File: config.mk
export PLATFORM = sky130hd
export DESIGN_NAME = ast_dma_cmd_queue
export DESIGN_NICKNAME = d
export VERILOG_FILES = /design/src/rtl/ast_dma_cmd_queue.sv
export SDC_FILE = /design/constraint.sdc
export NUM_CORES = 1
export LEC_CHECK = 0
export ABC_CLOCK_PERIOD_IN_PS = 9300
export BUFFER_PORTS_ARGS = -buffer_cell sky130_fd_sc_hd__buf_2
export CAP_MARGIN = 20
export CORE_ASPECT_RATIO = 0.7
export CORE_MARGIN = 2
export CORE_UTILIZATION = 45
export DETAILED_ROUTE_END_ITERATION = 6
export GPL_TIMING_DRIVEN = 0
export PLACE_DENSITY = 0.7
export SETUP_SLACK_MARGIN = 0.05
export SLEW_MARGIN = 20
export SYNTH_ARGS = -nofsm -noshare
export SYNTH_HDL_FRONTEND = slang
export SYNTH_SLANG_ARGS = --single-unit
File: constraint.sdc
create_clock -name Clock -period 9.3 [get_ports Clock]
set_input_delay 1.395 -clock Clock [delete_from_list [all_inputs] [get_ports Clock]]
set_output_delay 1.395 -clock Clock [all_outputs]
set_load 0.02 [all_outputs]
File: src/rtl/ast_dma_cmd_queue.sv
// Descriptor queue between the GPP DMA register-write port and the DMA engine.
// Stages field writes, queues committed descriptors, replays them as DMA writes and tracks completion.
module ast_dma_cmd_queue #(
  parameter int unsigned DATAWIDTH = 16,
  parameter int unsigned DEPTH     = 4,
  parameter int unsigned NFIELD    = 6,
  parameter int unsigned START_SEL = 7,
  parameter int unsigned TIMEOUT   = 15
) (
  input  logic                         Clock,
  input  logic                         Resetn,
  input  logic                         wr_in,
  input  logic [2:0]                   select_in,
  input  logic [DATAWIDTH-1:0]         data_in,
  input  logic                         dma_busy_in,
  output logic                         dma_write_out,
  output logic [2:0]                   dma_select_out,
  output logic [DATAWIDTH-1:0]         dma_data_out,
  output logic                         pause_out,
  output logic [$clog2(DEPTH):0]       count_out,
  output logic                         done_out,
  output logic                         overflow_out,
  output logic                         timeout_out
);

  localparam int unsigned PTR_W = $clog2(DEPTH);
  localparam int unsigned CNT_W = PTR_W + 1;
  localparam int unsigned IDX_W = $clog2(NFIELD + 1);
  localparam int unsigned TMR_W = $clog2(TIMEOUT + 1);

  localparam logic [1:0] S_IDLE       = 2'd0;
  localparam logic [1:0] S_ISSUE      = 2'd1;
  localparam logic [1:0] S_WAIT_START = 2'd2;
  localparam logic [1:0] S_WAIT_DONE  = 2'd3;

  localparam logic [2:0] SEL_CTRL   = 3'd6;
  localparam logic [2:0] SEL_COMMIT = 3'd7;

  typedef logic [NFIELD-1:0][DATAWIDTH-1:0] desc_t;

  desc_t            stage_q;
  desc_t            issue_q;
  desc_t            mem_q [DEPTH];
  logic [PTR_W-1:0] rd_ptr_q, wr_ptr_q;
  logic [CNT_W-1:0] count_q;
  logic             wait_mode_q;

  logic [1:0]       state_q, state_d;
  logic [IDX_W-1:0] idx_q, idx_d;
  logic [TMR_W-1:0] tmr_q, tmr_d;
  logic             write_d, done_d, timeout_set;
  logic [2:0]       sel_d;
  logic [DATAWIDTH-1:0] data_d;

  logic ctrl_wr, commit, flush, err_clr, fifo_full, pop, push, drop;

  // Register-port decode and FIFO push/pop qualification
  assign ctrl_wr   = wr_in && (select_in == SEL_CTRL);
  assign commit    = wr_in && (select_in == SEL_COMMIT);
  assign flush     = ctrl_wr && data_in[0];
  assign err_clr   = ctrl_wr && data_in[1];
  assign fifo_full = (count_q == CNT_W'(DEPTH));
  assign pop       = (state_q == S_IDLE) && (count_q != '0);
  // A flush empties the FIFO before the push, so the push always fits
  assign push      = commit && (flush || !fifo_full || pop);
  assign drop      = commit && !push;

  assign count_out = count_q;
  assign pause_out = fifo_full || (wait_mode_q && ((count_q != '0) || (state_q != S_IDLE)));

  // Shadow descriptor staging
  always_ff @(posedge Clock or negedge Resetn) begin
    if (!Resetn) begin
      stage_q <= '0;
    end else if (wr_in && (select_in < 3'(NFIELD))) begin
      stage_q[select_in] <= data_in;
    end
  end

  // FIFO storage, no reset needed: validity is tracked by count_q
  always_ff @(posedge Clock) begin
    if (push) mem_q[wr_ptr_q] <= stage_q;
  end

  // FIFO pointers and occupancy
  always_ff @(posedge Clock or negedge Resetn) begin
    if (!Resetn) begin
      rd_ptr_q <= '0;
      wr_ptr_q <= '0;
      count_q  <= '0;
    end else begin
      if (flush) begin
        rd_ptr_q <= wr_ptr_q;
        count_q  <= push ? CNT_W'(1) : '0;
      end else begin
        if (pop) rd_ptr_q <= rd_ptr_q + PTR_W'(1);
        count_q <= count_q + CNT_W'(push) - CNT_W'(pop);
      end
      if (push) wr_ptr_q <= wr_ptr_q + PTR_W'(1);
    end
  end

  // Sticky status and wait-mode
  always_ff @(posedge Clock or negedge Resetn) begin
    if (!Resetn) begin
      overflow_out <= 1'b0;
      timeout_out  <= 1'b0;
      wait_mode_q  <= 1'b0;
    end else begin
      overflow_out <= drop || (overflow_out && !err_clr);
      timeout_out  <= timeout_set || (timeout_out && !err_clr);
      if (ctrl_wr) wait_mode_q <= data_in[2];
    end
  end

  // Replay FSM next-state and DMA output decode
  always_comb begin
    state_d     = state_q;
    idx_d       = idx_q;
    tmr_d       = tmr_q;
    write_d     = 1'b0;
    sel_d       = dma_select_out;
    data_d      = dma_data_out;
    done_d      = 1'b0;
    timeout_set = 1'b0;
    case (state_q)
      S_IDLE: begin
        if (pop) begin
          state_d = S_ISSUE;
          idx_d   = '0;
        end
      end
      S_ISSUE: begin
        write_d = 1'b1;
        if (idx_q == IDX_W'(NFIELD)) begin
          sel_d   = 3'(START_SEL);
          data_d  = '0;
          state_d = S_WAIT_START;
          tmr_d   = '0;
        end else begin
          sel_d  = 3'(idx_q);
          data_d = issue_q[idx_q];
          idx_d  = idx_q + IDX_W'(1);
        end
      end
      S_WAIT_START: begin
        if (dma_busy_in) begin
          state_d = S_WAIT_DONE;
        end else if (tmr_q == TMR_W'(TIMEOUT)) begin
          timeout_set = 1'b1;
          done_d      = 1'b1;
          state_d     = S_IDLE;
        end else begin
          tmr_d = tmr_q + TMR_W'(1);
        end
      end
      S_WAIT_DONE: begin
        if (!dma_busy_in) begin
          done_d  = 1'b1;
          state_d = S_IDLE;
        end
      end
      default: state_d = S_IDLE;
    endcase
  end

  // Replay FSM state, issue register and registered DMA outputs
  always_ff @(posedge Clock or negedge Resetn) begin
    if (!Resetn) begin
      state_q        <= S_IDLE;
      idx_q          <= '0;
      tmr_q          <= '0;
      issue_q        <= '0;
      dma_write_out  <= 1'b0;
      dma_select_out <= '0;
      dma_data_out   <= '0;
      done_out       <= 1'b0;
    end else begin
      state_q        <= state_d;
      idx_q          <= idx_d;
      tmr_q          <= tmr_d;
      dma_write_out  <= write_d;
      dma_select_out <= sel_d;
      dma_data_out   <= data_d;
      done_out       <= done_d;
      if (pop) issue_q <= mem_q[rd_ptr_q];
    end
  end

endmodule

==> run metrics, run 1 <==
Pwr Total 8.39 mW; Final min period 3630 ps; commonest non-fill, non-tap cells in the layout 384 x edfxtp_1, 232 x dfrtp_1, 195 x mux2_2; row cnt 70; area share of fa/ha/maj cells after synthesis 0.557%; Rel. slew slack 33.7%; flop2flop setup slack 6200 ps; ant diodes 0; first-pass GRT wire length 77.6 mm; xor and xnor area share after synthesis 0.0736%; sequential area share after synthesis between 70 and 80%; Post-Syn Nets 1,207; maximum clock insertion buffer count 3; core box area about 52,000 um2; PostCTS Resize Cnt 0; status completed; Slew Limit Fails 0; most common cell after layout, fill and taps aside edfxtp_1; die area about 55,000 um2; Hold Path Sink dma_data_out[6]; Final Wtd Congestion just under 0.8; Most used DFF post-synth edfxtp_1; Via density 5.67; vias 11,700; Root Driver clkbuf_16; Reg-to-Reg End count_out[2]; simple-gate share of the synthesized area 2.11%; initial core utilization 45.6%; Worst Setup End Kind flip-flop; vias in the first global route 12,000; Clock Latency Late Sink between 500 and 600 ps; Routed Antenna Nets 0; io pins 50; final setup fails 0; Placement Cell Area roughly 25,000 um2; clk_skew 14.6 ps; post-synthesis cell area 23,800 um2; DR WL/cell 25.0 um; Fmax about 280 MHz; wirelength, routed between 50 and 60 mm; Setup CP Type input port to flip-flop; CTS tree done; Num Clock Sinks between 600 and 700; Power Density between 300 and 400 nW/um2; Compound-Gate Fraction of Synth Area 2.32%; fraction of registers with async set/reset 37.7%; First-pass DRT Iterations 5; Layout fillers 4,137; Syn-to-layout area delta 14.2%; finished layout cell area about 27,000 um2; nets 1,368; #FFs+latches synth 616; Max Cap Violations 0; initial antenna violation count 3; actual slew at the worst max-slew pin 989 ps; largest family of logic cells by synthesized area multiplexers; Setup Fix Bufs, Post-CTS 0; Ys Warns 0; Critical Path RT approximately 9600 ps; Hold Crit Depth 2; maximum vdd drop about 0.17 mV; R2R depth 12; Post-CTS Hold Buffers 0; WP data arrival 3920 ps; pin count of the biggest net entering global routing 90; Total GRT Usage 19.2%; crit start category input port; drt first-iter violations 1,051; Post-synth EDFFs 384; worst-path maximum fanout 10; Worst-path clk slew 60 ps; Synth cell types 54; grt ovf 0; Leak around 10 nW; post-synthesis mux area share 20.6%; DRC 0; hold_sp dma_data_out[6]; worst min-delay path category flip-flop to flip-flop; Final period util between 30% and 40%; PortBufs between 40 and 50; Die Y 196 um; reg2reg start state_q[1]; layout cells sized above 1 40.0%; Post-Syn Instances between 1,000 and 1,500; Die Wd 279 um; HPWL after detailed placement between 30 and 40 mm; total CTS buffers 54; Post-Synthesis Mean Instance Area 20.3 um2; unrepaired setup endpoints after global routing false; CTS HTree Levels 2; final hold vios 0
metal layers:
layer | wire, um | track usage, % | vias to the layer above
met5 | 27 | 0 | -
met4 | 1070 | 4.68 | 4
met3 | 3230 | 3.34 | 74
met2 | 24800 | 31.1 | 347
met1 | 22500 | 27.5 | 6311
li1 | - | - | 4980
worst max-delay path: stages:
cell,delay [ps]
buf_2,210
and4b_1,400
a211oi_4,170
nor3b_2,610
buf_6,220
buf_4,160
buf_4,190
buf_6,170
buf_4,180
buf_4,200
worst max-delay path by stage:
stage	startpoint	to
3_3_place_gp	select_in[2]	mem_q[0][91]
3_5_place_dp	select_in[2]	mem_q[0][91]
5_1_grt	select_in[1]	mem_q[0][93]
4_1_cts	select_in[1]	mem_q[0][93]
2_1_floorplan	select_in[1]	mem_q[0][0]
6_report	select_in[2]	mem_q[0][76]
cell usage after synthesis (all sizes together), types with 10 or more instances:
library cell / number / area [um2]
buf: 41 / 260
clkbuf: 17 / 63.8
mux4: 112 / 2520
edfxtp: 384 / 11500
dfrtp: 232 / 5810
a21boi: 16 / 120
nand2: 34 / 128
a21oi: 20 / 100
mux2: 207 / 2370
inv: 10 / 37.5
o31ai: 18 / 135
registers in the layout (all words and copies together), names as in the netlist:
register,count
rd_ptr_q,2
done_out,1
wr_ptr_q,2
dma_write_out,1
count_out,3
mem_q,384
stage_q,96
overflow_out,1
idx_q,3
tmr_q,4
timeout_out,1
wait_mode_q,1
state_q,2
dma_data_out,16
issue_q,96
dma_select_out,3
report_power, final:
part | leakage (nW) | switching [mW] | internal (mW)
combinational | 2.77 | 1.20 | 1.17
clock | 0.845 | 0.979 | 1.23
sequential | 6.26 | 0.342 | 3.46
total | 9.88 | 2.52 | 5.87
per-stage QoR:
step | utilization, % | setup TNS [ps] | std cells | hold slack, ps | worst slack, ps
floorplan | - | -170440 | 1174 | 446 | -444
global placement | 47.7 | -2708570 | 1903 | 471 | -7130
detailed placement | 48.7 | 0 | 1963 | 466 | 5070
CTS | 52.0 | 0 | 2065 | 481 | 5700
global route | 52.0 | 0 | 2065 | 514 | 5550
finish | 52.0 | 0 | 2065 | 484 | 5670
cells by family after synthesis:
logic type               count (synthesis)
XOR/XNOR                                 2
adder cells (fa/ha/maj)                 10
buffers and inverters                   68
multiplexers                           319
AO/OA/AOI/OAI                           80
AND/OR/NAND/NOR                         79
flip-flops                             616
area by class of cell:
class	count	area, um2	area share [%]
Timing Repair Buffer	105	756	2.78
Tap cell	684	856	3.15
Clock inverter	18	148	0.544
Buffer	58	324	1.19
Inverter	10	37.5	0.138
Clock buffer	84	1590	5.85
Multi-Input combinational cell	490	6120	22.5
Sequential cell	616	17300	63.8
No activity file was read; power rests on OpenSTA's default activity.
==> inputs of run 2 (changes only) <==
--- a/config.mk
+++ b/config.mk
@@ -5,7 +5,7 @@
 export SDC_FILE = /design/constraint.sdc
 export NUM_CORES = 1
 export LEC_CHECK = 0
-export ABC_CLOCK_PERIOD_IN_PS = 9300
+export ABC_CLOCK_PERIOD_IN_PS = 3550
 export BUFFER_PORTS_ARGS = -buffer_cell sky130_fd_sc_hd__buf_2
 export CAP_MARGIN = 20
 export CORE_ASPECT_RATIO = 0.7
==> constraint.sdc (replaced) <==
create_clock -name Clock -period 3.55 [get_ports Clock]
set_input_delay 0.5325 -clock Clock [delete_from_list [all_inputs] [get_ports Clock]]
set_output_delay 0.5325 -clock Clock [all_outputs]
set_load 0.02 [all_outputs]
==> run 2 against run 1 <==
  * Clock power grew to 2.6 times the previous value
  * First-iteration DRC count rose by 18%
  * Sequential power grew to 2.6 times the previous value
  * Via count decreased by 1.2%
  * Hold slack got worse by 280 ps
  * Clock-buffer cell count decreased by 2
  * Clock skew increased by 1.9 ps
  * Critical endpoint is now mem_q[2][24]
  * Critical path depth increased by 1
  * Combinational power grew to 2.6 times the previous value
  * Global-route usage shrank 0.50 points
  * Core utilization increased by 0.27 points
  * Largest power group unchanged
  * Routed wire length fell by 2.5%
==> run metrics, run 2 (same netlist as run 1, synthesis figures left out) <==
most common cell after layout, fill and taps aside edfxtp_1; CTS tree done; Multi-input gate area 6140 um2 (+0.43%); Slew Limit Fails 0 (unchanged); CP Cell Sequence or3b_1 -> a211oi_4 -> nor3b_4 -> buf_6 -> buf_6 -> buf_8 -> buf_8 -> buf_6 -> buf_6 -> buf_8 -> buf_6; Hold Crit Depth 2 (unchanged); ant diodes 0 (unchanged); grt ovf 0 (unchanged); Die Y 196 um (unchanged); io pins 50 (unchanged); Root Driver clkbuf_16; Top reg by flops mem_q; pin count of the biggest net entering global routing 74 (-18%); R2R depth 11 (-1); Total GRT Usage 18.7% (-0.50 points); HPWL after detailed placement 34.4 mm (-4.6%); critical path's slowest cell a211oi_4; CP most frequent cell buf_6; final setup fails 0 (unchanged); worst min-delay path category input port to flip-flop; CTS HTree Levels 2 (unchanged); DR WL/cell 24.6 um (-1.5%); Register Area 17,300 um2 (unchanged); Fmax 299 MHz; Reg-to-Reg End mem_q[2][24]; status completed; Layout fillers 4,048 (-2.2%); actual slew at the worst max-slew pin 1050 ps (+62.7 ps); Power Density 805 nW/um2 (+160%); row cnt 70 (unchanged); PortBufs 45 (unchanged); Clock Latency Late Sink 590 ps (about the same); die area 54,800 um2 (unchanged); crit start category flip-flop; Worst Setup End Kind flip-flop; vias in the first global route 11,900 (-1.6%); Die Wd 279 um (unchanged); maximum clock insertion buffer count 3 (unchanged); clk_skew 16.5 ps (+1.90 ps); Final min period 3340 ps; DRC 0 (unchanged); initial core utilization 45.6% (unchanged); flop2flop setup slack 210 ps (-5990 ps); post-layout util 52.3% (+0.27 points); maximum vdd drop 0.533 mV (+220%); Top Registers mem_q (384), issue_q (96), stage_q (96); Worst-path clk slew 60 ps (about the same); vias 11,600 (-1.2%); reg2reg start count_out[1]; PostCTS Resize Cnt 0 (unchanged); post-route insts no fill 2,045 (-0.97%); Routed Antenna Nets 0 (unchanged); drt first-iter violations 1,236 (+18%); first-pass GRT wire length 75.4 mm (-2.9%); Syn-to-layout area delta 14.7%; Hold Path Sink done_out; Leak 9.85 nW (-0.22%); Setup CP Type flip-flop to flip-flop; hold_sp dma_busy_in; initial antenna violation count 0 (-3); Largest register FFs 384 (unchanged); total CTS buffers 53 (-1.9%); Critical Path RT 3880 ps (-5710 ps); Cells after DPL 1,944 (-0.97%); core box area 52,200 um2 (unchanged); Via density 5.66 (-0.19%); Max Cap Violations 0 (unchanged); layout cells sized above 1 39.2% (-0.81 points); Final Wtd Congestion 0.784 (about the same); Final period util approximately 94%; wirelength, routed 50.3 mm (-2.5%); WP data arrival 3670 ps (-250 ps); Rel. slew slack 29.5% (-4.2 points); unrepaired setup endpoints after global routing false; CP peak stage delay 640 ps (+30 ps); worst-path maximum fanout 12 (+2); final hold vios 0 (unchanged); commonest non-fill, non-tap cells in the layout 384 x edfxtp_1, 232 x dfrtp_1, 195 x mux2_2; nets 1,349 (-1.4%); First-pass DRT Iterations 5 (unchanged); Num Clock Sinks 616 (unchanged)
==> run 2: worst max-delay path, delay by kind of cell, from the launching register on <==
family | cells | cell delay [ps]
flops | 1 | 490
buf+inv | 8 | 1270
compound gates | 1 | 640
simple gates | 2 | 650
==> run 2: layout make-up <==
type                            count  area share, %
Tap cell                          684           3.13
Timing Repair Buffer               87           3.07
Sequential cell                   616           63.5
Inverter                           10          0.137
Buffer                             58           1.34
Clock inverter                     18          0.692
Clock buffer                       82           5.63
Multi-Input combinational cell    490           22.5
==> run 2: how the worst max path moves through the flow <==
stage,start,end,slack (ps)
5_1_grt,count_out[1],mem_q[0][27],70
6_report,count_out[1],mem_q[2][24],210
4_1_cts,count_out[1],mem_q[0][25],190
3_5_place_dp,wr_in,mem_q[2][43],-10
3_3_place_gp,wr_in,mem_q[0][27],-2670
2_1_floorplan,wr_in,mem_q[2][0],-500
==> run 2: what timing repair did <==
action / CTS / global route
hold buffers: 1 / 0
buffers inserted: 0 / 0
setup endpoints to repair: 0 / 0
endpoints found under the hold margin: 48 / 0
==> run 2: power breakdown <==
| part | switching (mW) | leakage, nW | internal [mW] |
|---|---|---|---|
| combinational | 3.17 | 2.75 | 3.10 |
| clock | 2.51 | 0.848 | 3.27 |
| sequential | 0.861 | 6.26 | 9.06 |
| total | 6.54 | 9.85 | 15.4 |
==> run 2: layer usage <==
metal / share of wire, % / up-vias / track usage (%)
met2: 46 / 339 / 28.8
met4: 1.6 / 0 / 4.00
li1: - / 4953 / -
met5: 0 / - / 0
met1: 46 / 6223 / 28.0
met3: 6.2 / 66 / 3.79
==> run 2: through the flow <==
step                      power (mW)  TNS (ps)  setup slack, ps  area [um2]  hold WS [ps]
after floorplan                 14.3   -193520             -504       23900           237
after global placement          16.1  -1579640            -2670       25000           473
after detailed placement        16.4      -146            -12.4       25600           471
after CTS                       22.2         0              193       27300           177
after global routing            23.0         0             69.2       27300           185
final                           22.0         0              210       27300           199
